<file path="src/rtl/mux_arbiter_rr_if.sv">
// Channel-side and output-side bus of the N-way mux/arbiter.
// The master modport belongs to the producer/consumer environment; the slave modport belongs to the block.
interface mux_arbiter_rr_if #(
  parameter int N = 4,
  parameter int W = 8
);
  localparam int SW = (N > 1) ? $clog2(N) : 1;

  logic [SW-1:0]  Controlador;
  logic [N*W-1:0] Entradas;
  logic [N-1:0]   Valido;
  logic [N-1:0]   Pronto;
  logic [W-1:0]   Saida;
  logic           SaidaValida;
  logic           Aceito;
  logic [SW-1:0]  Canal;

  modport master (
    output Controlador, Entradas, Valido, Aceito,
    input  Pronto, Saida, SaidaValida, Canal
  );

  modport slave (
    input  Controlador, Entradas, Valido, Aceito,
    output Pronto, Saida, SaidaValida, Canal
  );
endinterface

</file>
<file path="src/rtl/mux_arbiter_rr.sv">
// N-channel valid/ready multiplexer with a one-word output register.
// The source is chosen by Controlador (MODE=0) or by a rotating round-robin search (MODE=1).
module mux_arbiter_rr #(
  parameter int N    = 4,
  parameter int W    = 8,
  parameter int MODE = 0
) (
  input  logic            Clock,
  input  logic            Reset,
  mux_arbiter_rr_if.slave bus
);
  localparam int SW = (N > 1) ? $clog2(N) : 1;

  logic [W-1:0]  saida_q;
  logic [SW-1:0] canal_q;
  logic          saida_valida;
  logic [SW-1:0] ptr;
  logic [SW-1:0] ptr_next;
  logic [SW-1:0] sel;
  logic [N-1:0]  grant;
  logic          any_valid;
  logic          load_ok;
  logic          in_xfer;
  int            scan;

  // Grants are forced off while Reset is low so Pronto stays quiet during reset.
  always_comb begin
    grant     = '0;
    sel       = '0;
    any_valid = 1'b0;
    scan      = 0;
    load_ok   = Reset && (!saida_valida || bus.Aceito);
    if (MODE == 0) begin
      sel = bus.Controlador;
      if (load_ok && (int'(bus.Controlador) < N))
        grant[bus.Controlador] = 1'b1;
    end else begin
      for (int k = 0; k < N; k++) begin
        scan = int'(ptr) + k;
        if (scan >= N)
          scan = scan - N;
        if (!any_valid && bus.Valido[scan]) begin
          any_valid = 1'b1;
          sel       = SW'(scan);
        end
      end
      if (load_ok && any_valid)
        grant[sel] = 1'b1;
    end
  end

  always_comb begin
    in_xfer = |(grant & bus.Valido);
    if (int'(sel) == N - 1)
      ptr_next = '0;
    else
      ptr_next = sel + SW'(1);
  end

  // A new word may overwrite the held one in the same edge it is consumed.
  always_ff @(posedge Clock or negedge Reset) begin
    if (!Reset) begin
      saida_q      <= '0;
      canal_q      <= '0;
      saida_valida <= 1'b0;
      ptr          <= '0;
    end else begin
      if (in_xfer) begin
        saida_q      <= bus.Entradas[int'(sel)*W +: W];
        canal_q      <= sel;
        saida_valida <= 1'b1;
      end else if (saida_valida && bus.Aceito) begin
        saida_valida <= 1'b0;
      end
      if ((MODE != 0) && in_xfer)
        ptr <= ptr_next;
    end
  end

  always_comb begin
    bus.Pronto      = grant;
    bus.Saida       = saida_q;
    bus.Canal       = canal_q;
    bus.SaidaValida = saida_valida;
  end
endmodule

</file>
<file path="src/flat_wrapper.sv">
// flat-port wrapper written by rule: the top's interface ports become plain ports
module mux_arbiter_rr_flat 
#(
  parameter int N    = 4,
  parameter int W    = 8,
  parameter int MODE = 0
)
  (Clock, Reset, bus_Controlador, bus_Entradas, bus_Valido, bus_Aceito, bus_Pronto, bus_Saida, bus_SaidaValida, bus_Canal);
  mux_arbiter_rr_if #(.N(N), .W(W)) bus_i ();
  input  logic Clock;
  input  logic Reset;
  input wire logic [$bits(bus_i.Controlador)-1:0] bus_Controlador;
  input wire logic [$bits(bus_i.Entradas)-1:0] bus_Entradas;
  input wire logic [$bits(bus_i.Valido)-1:0] bus_Valido;
  input wire logic [$bits(bus_i.Aceito)-1:0] bus_Aceito;
  output wire logic [$bits(bus_i.Pronto)-1:0] bus_Pronto;
  output wire logic [$bits(bus_i.Saida)-1:0] bus_Saida;
  output wire logic [$bits(bus_i.SaidaValida)-1:0] bus_SaidaValida;
  output wire logic [$bits(bus_i.Canal)-1:0] bus_Canal;
  assign bus_i.Controlador = bus_Controlador;
  assign bus_i.Entradas = bus_Entradas;
  assign bus_i.Valido = bus_Valido;
  assign bus_i.Aceito = bus_Aceito;
  assign bus_Pronto = bus_i.Pronto;
  assign bus_Saida = bus_i.Saida;
  assign bus_SaidaValida = bus_i.SaidaValida;
  assign bus_Canal = bus_i.Canal;
  mux_arbiter_rr #(.N(N), .W(W), .MODE(MODE)) u_core (.Clock(Clock), .Reset(Reset), .bus(bus_i));
endmodule
</file>
<file path="config.mk">
export PLATFORM = sky130hd
export DESIGN_NAME = mux_arbiter_rr_flat
export DESIGN_NICKNAME = d
export VERILOG_FILES = /design/src/rtl/mux_arbiter_rr_if.sv /design/src/rtl/mux_arbiter_rr.sv /design/src/flat_wrapper.sv
export SDC_FILE = /design/constraint.sdc
export NUM_CORES = 1
export LEC_CHECK = 0
export CORE_ASPECT_RATIO = 1.4
export CORE_MARGIN = 4
export CORE_UTILIZATION = 35
export CTS_CLUSTER_DIAMETER = 40
export DETAILED_ROUTE_END_ITERATION = 7
export PLACE_DENSITY = 0.91
export REMOVE_ABC_BUFFERS = 1
export SYNTH_ARGS = -nofsm -noshare
export SYNTH_HDL_FRONTEND = slang
export SYNTH_SLANG_ARGS = --single-unit
</file>
<file path="constraint.sdc">
create_clock -name Clock -period 2.14 [get_ports Clock]
set_clock_uncertainty 0.15 [all_clocks]
set_input_delay 0.428 -clock Clock [delete_from_list [all_inputs] [get_ports Clock]]
set_output_delay 0.428 -clock Clock [all_outputs]
set_load 0.005 [all_outputs]
</file>
## After elaboration in Yosys (flattened, before gate mapping)

Cells that the tools add are included.

- Bits in registers: 11
- Bits of input ports: 41
- Output and inout port bits: 15
- Logic and storage cells: 19

- Multiplexer cells: 5
- $lt $le $gt $ge: 2
- Bitwise logic cells: 1
- Reductions and logical operators: 7
- Shifts and indexed selects: 1

Operator list:

| cell | number |
|---|---|
| $shiftx 32x6->8 | 1 |
| $and 4x4->4 | 1 |
| $mux 4 | 1 |
| $reduce_or 4->1 | 1 |
| $logic_and 1x1->1 | 3 |
| $lt 2x3->1 const B | 1 |
| $mux 1 | 3 |
| $demux 1 s2 | 1 |
| $ge 2x1->1 const B | 1 |
| $reduce_bool 2->1 | 1 |
| $logic_not 1->1 | 1 |
| $logic_or 1x1->1 | 1 |

## Longest topological paths before layout

Gate-level depths: netlist (run 1).

- Depth in word-level cells: 8
- Gate-level depth with buffers: 5
- Gate-level depth less buffers: 3

## Worst setup path before layout (run 1)

OpenSTA, ideal clock, no wires.

- Path kind: input to register
- Start: in bus_Controlador[0]
- End: reg u_core.canal_q[0], in the netlist u_core.bus.Canal[0]
- Data arrival time: 1544 ps
- Setup time: 125 ps
- Stages on the path: 4
- Data required time: 1865 ps
- Path buffers: 1
- Setup slack: 321 ps
- Path through: buf_6 -> mux4_2 -> nand3_4 -> mux2_2

- Longest elaborated chain between the ends: 7
- Elaborated cells between the ends (all ways): 8
- Classes of those cells: order compare (2); mux (3); bitwise (1); reduce/logical (2)

Ends and longest elaborated chain:

| item | line | text |
|---|---|---|
| from (decl) | flat_wrapper.sv:12 | `input wire logic [$bits(bus_i.Controlador)-1:0] bus_Controlador;` |
| $lt 2x3->1 (implied by the code) / $ge 2x1->1 (equally long branches) | mux_arbiter_rr.sv:36 | `grant[bus.Controlador] = 1'b1;` |
| $logic_and 1x1->1 (implied by the code) | mux_arbiter_rr.sv:36 |  |
| $mux 1 (implied by the code) | mux_arbiter_rr.sv:36 |  |
| $demux 1 s2 | n/a |  |
| $mux 4 | mux_arbiter_rr.sv:35 | `if (load_ok && (int'(bus.Controlador) < N))` |
| $and 4x4->4 | mux_arbiter_rr.sv:53 | `in_xfer = \|(grant & bus.Valido);` |
| $reduce_or 4->1 | mux_arbiter_rr.sv:53 |  |
| to (signal assigned) | mux_arbiter_rr.sv:70 | `canal_q <= sel;` |
| to (decl) | mux_arbiter_rr.sv:15 | `logic [SW-1:0] canal_q;` |

Several ways; a longest one is shown, not always the timed one.
A chain may end at the register's enable or synchronous reset.

## Worst setup path in the final report (run 1)

- Start: in bus_Aceito
- End: out bus_Pronto[0]

- Longest elaborated chain between the ends: 3

Ends and longest elaborated chain:

| item | line | text |
|---|---|---|
| from (decl) | flat_wrapper.sv:15 | `input wire logic [$bits(bus_i.Aceito)-1:0] bus_Aceito;` |
| $logic_or 1x1->1 | mux_arbiter_rr.sv:32 | `load_ok = Reset && (!saida_valida \|\| bus.Aceito);` |
| $logic_and 1x1->1 | mux_arbiter_rr.sv:32 |  |
| $mux 4 | mux_arbiter_rr.sv:35 |  |
| to (decl) | flat_wrapper.sv:16 | `output wire logic [$bits(bus_i.Pronto)-1:0] bus_Pronto;` |

No other way between the ends.

==> impl_metrics.csv, run 1 <==
group,metric,value,unit
outcome,outcome,"finished clean",
placed_design,finalWeightedCongestion,0.7299,
power_and_ir_drop,leakagePower,0.5801,nW
synth,synthTopCellsByCount,"11 x dfrtp_1, 11 x mux2_2, 5 x mux4_2",
synth,synth_edf_count,0,
synth,synthFlopType,"dfrtp_1",
timing,slew_viol_final,0,
clock_network,clk_path_buf_depth,2,
detailed_routing,first_pass_iters,4,
synth,synth.avg_cell_area,15.47,um^2
synth,synth_seq_cells,11,
critical_path,cp.arrival,1430,ps
floorplanning,core-area,0.001973,mm^2
critical_path,r2r_cells,4,
synth,synth_area,726.9,um^2
placed_design,post_dp_cell_area,0.001341,mm^2
power_and_ir_drop,ir_worst_vdd,0.3437,mV
timing,setup_viol,0,
floorplanning,rows,19,
clock_network,cts_sinks,11,
critical_path,cp.required,1560,ps
run,drv_cap,0,
global_route,track_usage,14.59,%
global_route,grt_overflow,0,
detailed_routing,vias,675,
clock_network,cts_tree,"yes",
clock_network,hold_buffers,0,
timing,post-route-period-util,93.98,%
detailed_routing,wl_per_cell,15.00,um
synth,ys_types,16,
timing,rsz0062_at_grt,"false",
synth,synth_top_area_share,37.87,%
cells_and_area,area_growth,88.12,%
timing,tns,0,ps
synth,synth_top_area_cell,"dfrtp_1",
global_route,grt_first_pass_wirelength,2.925,mm
timing,worst_pin_slew,219.0,ps
clock_network,clk_latency,260,ps
floorplanning,die_h,61.93,um
critical_path,rr_startpoint,"u_core.bus.SaidaValida$_DFFE_PN0P_",
synth,ys_top_cells_by_area,"dfrtp_1 38%, mux2_2 17%, mux4_2 15%",
detailed_routing,drt_iter0_markers,7,
global_route,grt_max_degree,15,
detailed_routing,route.detailed.drc,0,
power_and_ir_drop,power_density,553.2,mW/mm^2
critical_path,crit_fanout,3,
timing,slew_headroom,85.40,%
cells_and_area,fin_nets,154,
timing,max_freq,497.2,MHz
placed_design,dp.cells,129,
power_and_ir_drop,total_power,0.7566,mW
clock_network,numCtsBuffers,3,
critical_path,worstSetupEndpointType,"output pin",
clock_network,clk_pin_slew_worst_paths,70,ps
worst_hold_path,hp-class,"reg -> reg",
floorplanning,start_util,36.84,%
floorplanning,pin_count,56,
cells_and_area,drive_above_1_share,27.68,%
synth,synth_warnings,0,
critical_path,rrSetupSlack,760,ps
global_route,grt_antenna_before_repair,0,
detailed_routing,wirelength,1.995,mm
timing,period_needed,2011,ps
detailed_routing,final_antenna_net_count,0,
synth,async_flop_share,100.0,%
placed_design,port_buffers,55,
placed_design,dp_hpwl,1.779,mm
clock_network,h-tree-depth,1,
floorplanning,die_w,46.52,um
worst_hold_path,hp-start,"u_core.bus.Saida[6]$_DFFE_PN0P_",
cells_and_area,fin_area,0.001368,mm^2
clock_network,cts_root_buffer,"clkbuf_4",
critical_path,worst-setup-path-type,"in -> out",
worst_hold_path,hold_path_end,"u_core.bus.Saida[6]$_DFFE_PN0P_",
worst_hold_path,min_path_cells,1,
global_route,grt_pass1_vias,711,
timing,final-hold-violation-count,0,
critical_path,worstSetupStartpointType,"primary input",
cells_and_area,n_antenna_cell,0,
detailed_routing,viasPerCell,5.075,
floorplanning,dieArea,0.002880,mm^2
critical_path,r2r-end,"u_core.bus.Saida[1]$_DFFE_PN0P_",
synth,ys_seq_area_share,37.87,%
synth,postSynthCellCount,47,
cells_and_area,instances_no_fill,133,
-- metal layers --
metal | routed length, um | track usage, % | vias to the layer above
met3 | 219 | 2.882 | 2
met4 | 20 | 4.878 | 0
met1 | 613 | 14.03 | 314
met2 | 1142 | 29.33 | 37
met5 | 0 | 0 | -
li1 | - | - | 322
-- cell type report --
type / count / area (um^2)
sequential: 11 / 275.3
inverter: 1 / 3.754
multi-input combinational: 32 / 425.4
timing repair buffer: 64 / 610.6
fill: 145 / 605.6
tap: 21 / 26.28
clock buffer: 4 / 26.28
-- per-stage QoR --
stage	hold WS [ps]	utilization, %	setup slack, ps
6_report	355.6	69.31	128.7
5_1_grt	375.6	69.31	29.09
4_1_cts	357.7	69.31	114.5
3_5_place_dp	341.6	67.98	-275.6
3_3_place_gp	335.4	67.98	-262.8
2_1_floorplan	-17.59	-	446.4
-- worst max path at each step --
stage,endpoint,slack [ps],startpoint
2_1_floorplan,u_core.bus.Canal[0]$_DFFE_PN0P_,450,bus_Controlador[0]
3_3_place_gp,bus_Pronto[0],-260,bus_Controlador[0]
3_5_place_dp,u_core.bus.Canal[0]$_DFFE_PN0P_,-280,bus_Controlador[0]
4_1_cts,bus_Pronto[0],110,bus_Aceito
5_1_grt,bus_Pronto[0],30,Reset
6_report,bus_Pronto[0],130,bus_Aceito
-- power breakdown --
group | total (mW) | internal (mW) | switching, mW
clock | 0.139 | 0.0721 | 0.0673
combinational | 0.327 | 0.241 | 0.0865
sequential | 0.290 | 0.262 | 0.0281
total | 0.757 | 0.575 | 0.182
-- cells in the final DEF (no fill, tap or decap), drive strengths merged --
cell type	netlist	routed
nor3	2	2
inv	1	1
nand2b	1	1
mux4	9	9
dfrtp	11	11
clkbuf	0	4
clkdlybuf4s50	0	49
nand2	2	2
a31o	1	1
nand3	3	3
buf	3	9
mux2	11	11
nor2	2	2
a22o	1	1
dlygate4sd2	0	6
-- registers in the layout, indices dropped and copies added, names as in the netlist --
name and cells:
u_core.bus.Saida 8, u_core.bus.Canal 2, u_core.bus.SaidaValida 1
-- critical path: stages --
cell             delay (ps)
clkdlybuf4s50_1         450
nand2b_4                120
nand2_1                  60
nor3_1                  120
dlygate4sd2_1           250
-- logic make-up (layout without fill, tap and decap cells) --
kind of cell / Yosys count / after routing / share of synthesized area [%]
mux: 20 / 20 / 46.99
simple gates: 10 / 10 / 8.091
compound gates: 2 / 2 / 2.410
flops: 11 / 11 / 37.87
buf+inv: 4 / 69 / 4.645
-- what timing repair did --
item,4_1_cts,5_1_grt
gates resized for setup,7,0
endpoints found under the setup margin,4,0
buffers inserted,0,0
No activity file was read; power rests on OpenSTA's default activity.
==> inputs of run 2 (changes only) <==
- CTS_CLUSTER_SIZE: default -> 30
- MAX_ROUTING_LAYER: default -> met4
==> run 2 against run 1 <==
- final area stayed put
- combinational power hardly changed
- sequential cell count stayed put
- worst setup slack hardly changed
- clock power hardly changed
- power hardly changed
- count of clock-buffer cells in the layout stayed put
- maximum frequency hardly changed
- sequential share of layout area stayed put
- worst hold slack stayed put
- die area stayed put
- critical path depth stayed put
- critical endpoint unchanged
==> impl_metrics.csv, run 2 (synthesis gave the netlist of run 1 again) <==
group,metric,value,unit
outcome,outcome,"finished clean",
global_route,grt_first_pass_wirelength,2.925,mm
cells_and_area,area_growth,88.12,%
clock_network,cts_setup_buffers,0,
timing,worst_pin_slew,219.1,ps
critical_path,worstSetupEndpointType,"output pin",
floorplanning,start_util,36.84,%
placed_design,dp_hpwl,1.779,mm
timing,final-hold-violation-count,0,
floorplanning,rows,19,
timing,post-route-period-util,94.01,%
floorplanning,dieArea,0.002880,mm^2
cells_and_area,n_antenna_cell,0,
placed_design,port_buffers,55,
cells_and_area,fillerInstances,145,
detailed_routing,wl_per_cell,15.03,um
timing,period_needed,2012,ps
clock_network,h-tree-depth,1,
power_and_ir_drop,power_density,553.3,mW/mm^2
global_route,track_usage,15.03,%
power_and_ir_drop,total_power,0.7567,mW
placed_design,dp.cells,129,
timing,slew_headroom,85.39,%
cells_and_area,regArea,275.3,um^2
floorplanning,die_h,61.93,um
critical_path,cp.required,1560,ps
clock_network,cts_root_buffer,"clkbuf_4",
placed_design,finalWeightedCongestion,0.7388,
worst_hold_path,hp-class,"reg -> reg",
cells_and_area,multiInputGateArea,425.4,um^2
critical_path,worstSetupStartpointType,"primary input",
clock_network,cts_sinks,11,
detailed_routing,drt_iter0_markers,7,
global_route,grt_overflow,0,
global_route,grt_pass1_vias,711,
cells_and_area,final_cell_mix,"49 x clkdlybuf4s50_1, 11 x mux2_2, 11 x dfrtp_1",
critical_path,cp.arrival,1430,ps
cells_and_area,largest_reg_flops,8,
floorplanning,core-area,0.001973,mm^2
detailed_routing,final_antenna_net_count,0,
clock_network,clk_path_buf_depth,2,
detailed_routing,wirelength,1.999,mm
global_route,grt_antenna_before_repair,0,
critical_path,rrSetupSlack,760,ps
detailed_routing,first_pass_iters,4,
timing,setup_viol,0,
cells_and_area,fin_nets,154,
critical_path,crit_fanout,3,
power_and_ir_drop,leakagePower,0.5801,nW
timing,tns,0,ps
cells_and_area,instances_no_fill,133,
detailed_routing,route.detailed.drc,0,
floorplanning,die_w,46.52,um
cells_and_area,drive_above_1_share,27.68,%
timing,max_freq,497.1,MHz
clock_network,clk_pin_slew_worst_paths,70,ps
detailed_routing,viasPerCell,5.075,
global_route,grt_max_degree,15,
clock_network,cts_tree,"yes",
timing,slew_viol_final,0,
critical_path,worst-setup-path-type,"in -> out",
cells_and_area,layout_commonest_cell,"clkdlybuf4s50_1",
run,drv_cap,0,
timing,rsz0062_at_grt,"false",
detailed_routing,vias,675,
clock_network,clk_latency,260,ps
floorplanning,pin_count,56,
power_and_ir_drop,ir_worst_vdd,0.3437,mV
clock_network,numCtsBuffers,3,
==> run 2: cell counts in the layout (fill, tap and decap cells not counted) <==
Identical to the previous run, type by type.
==> run 2: metal layers <==
metal | vias up | GRT usage [%] | part of all wire [%]
li1 | 322 | - | -
met1 | 314 | 14.21 | 31
met2 | 37 | 29.33 | 57
met3 | 2 | 2.594 | 11
met4 | 0 | 4.878 | 1.0
met5 | - | - | 0
==> run 2: power by group <==
group	switching, mW	total, mW	internal (mW)
clock network	0.0673	0.139	0.0721
registers	0.0281	0.290	0.262
logic	0.0866	0.328	0.241
total	0.182	0.757	0.575
==> run 2: worst max-delay path: stages <==
cell,delay (ps)
clkdlybuf4s50_1,450
nand2b_4,120
nand2_1,60
nor3_1,120
dlygate4sd2_1,250
==> run 2: final timing paths <==
check	start	endpoint	cells past startpoint
worst max register to register	u_core.bus.SaidaValida$_DFFE_PN0P_	u_core.bus.Saida[1]$_DFFE_PN0P_	4
max in group asynchronous	Reset	u_core.bus.Saida[2]$_DFFE_PN0P_	2
worst max-delay path	bus_Aceito	bus_Pronto[0]	5
min in group asynchronous	Reset	u_core.bus.Saida[6]$_DFFE_PN0P_	2
worst min register to register	u_core.bus.Saida[6]$_DFFE_PN0P_	u_core.bus.Saida[6]$_DFFE_PN0P_	1
worst min-delay path	u_core.bus.Saida[6]$_DFFE_PN0P_	u_core.bus.Saida[6]$_DFFE_PN0P_	1
==> run 2: what timing repair did <==
action / 4_1_cts / 5_1_grt
endpoints found under the setup margin: 4 / 0
gates resized for setup: 7 / 0
hold buffers: 0 / 0
==> run 2: layout make-up <==
cell class / count / area share (%)
well taps: 21 / 1.921
inverters: 1 / 0.2745
multi-input cells: 32 / 31.11
repair buffers: 64 / 44.65
flip-flops and latches: 11 / 20.13
clock buffers: 4 / 1.921
==> run 2: per-stage QoR <==
stage	utilization, %	cell area, um^2	setup WS (ps)	hold slack (ps)
global placement	67.98	1341	-262.8	335.4
floorplan	-	696.9	446.4	-17.59
global route	69.31	1368	29.09	375.6
CTS	69.31	1368	114.5	357.7
finish	69.31	1368	128.3	355.6
detailed placement	67.98	1341	-275.6	341.6
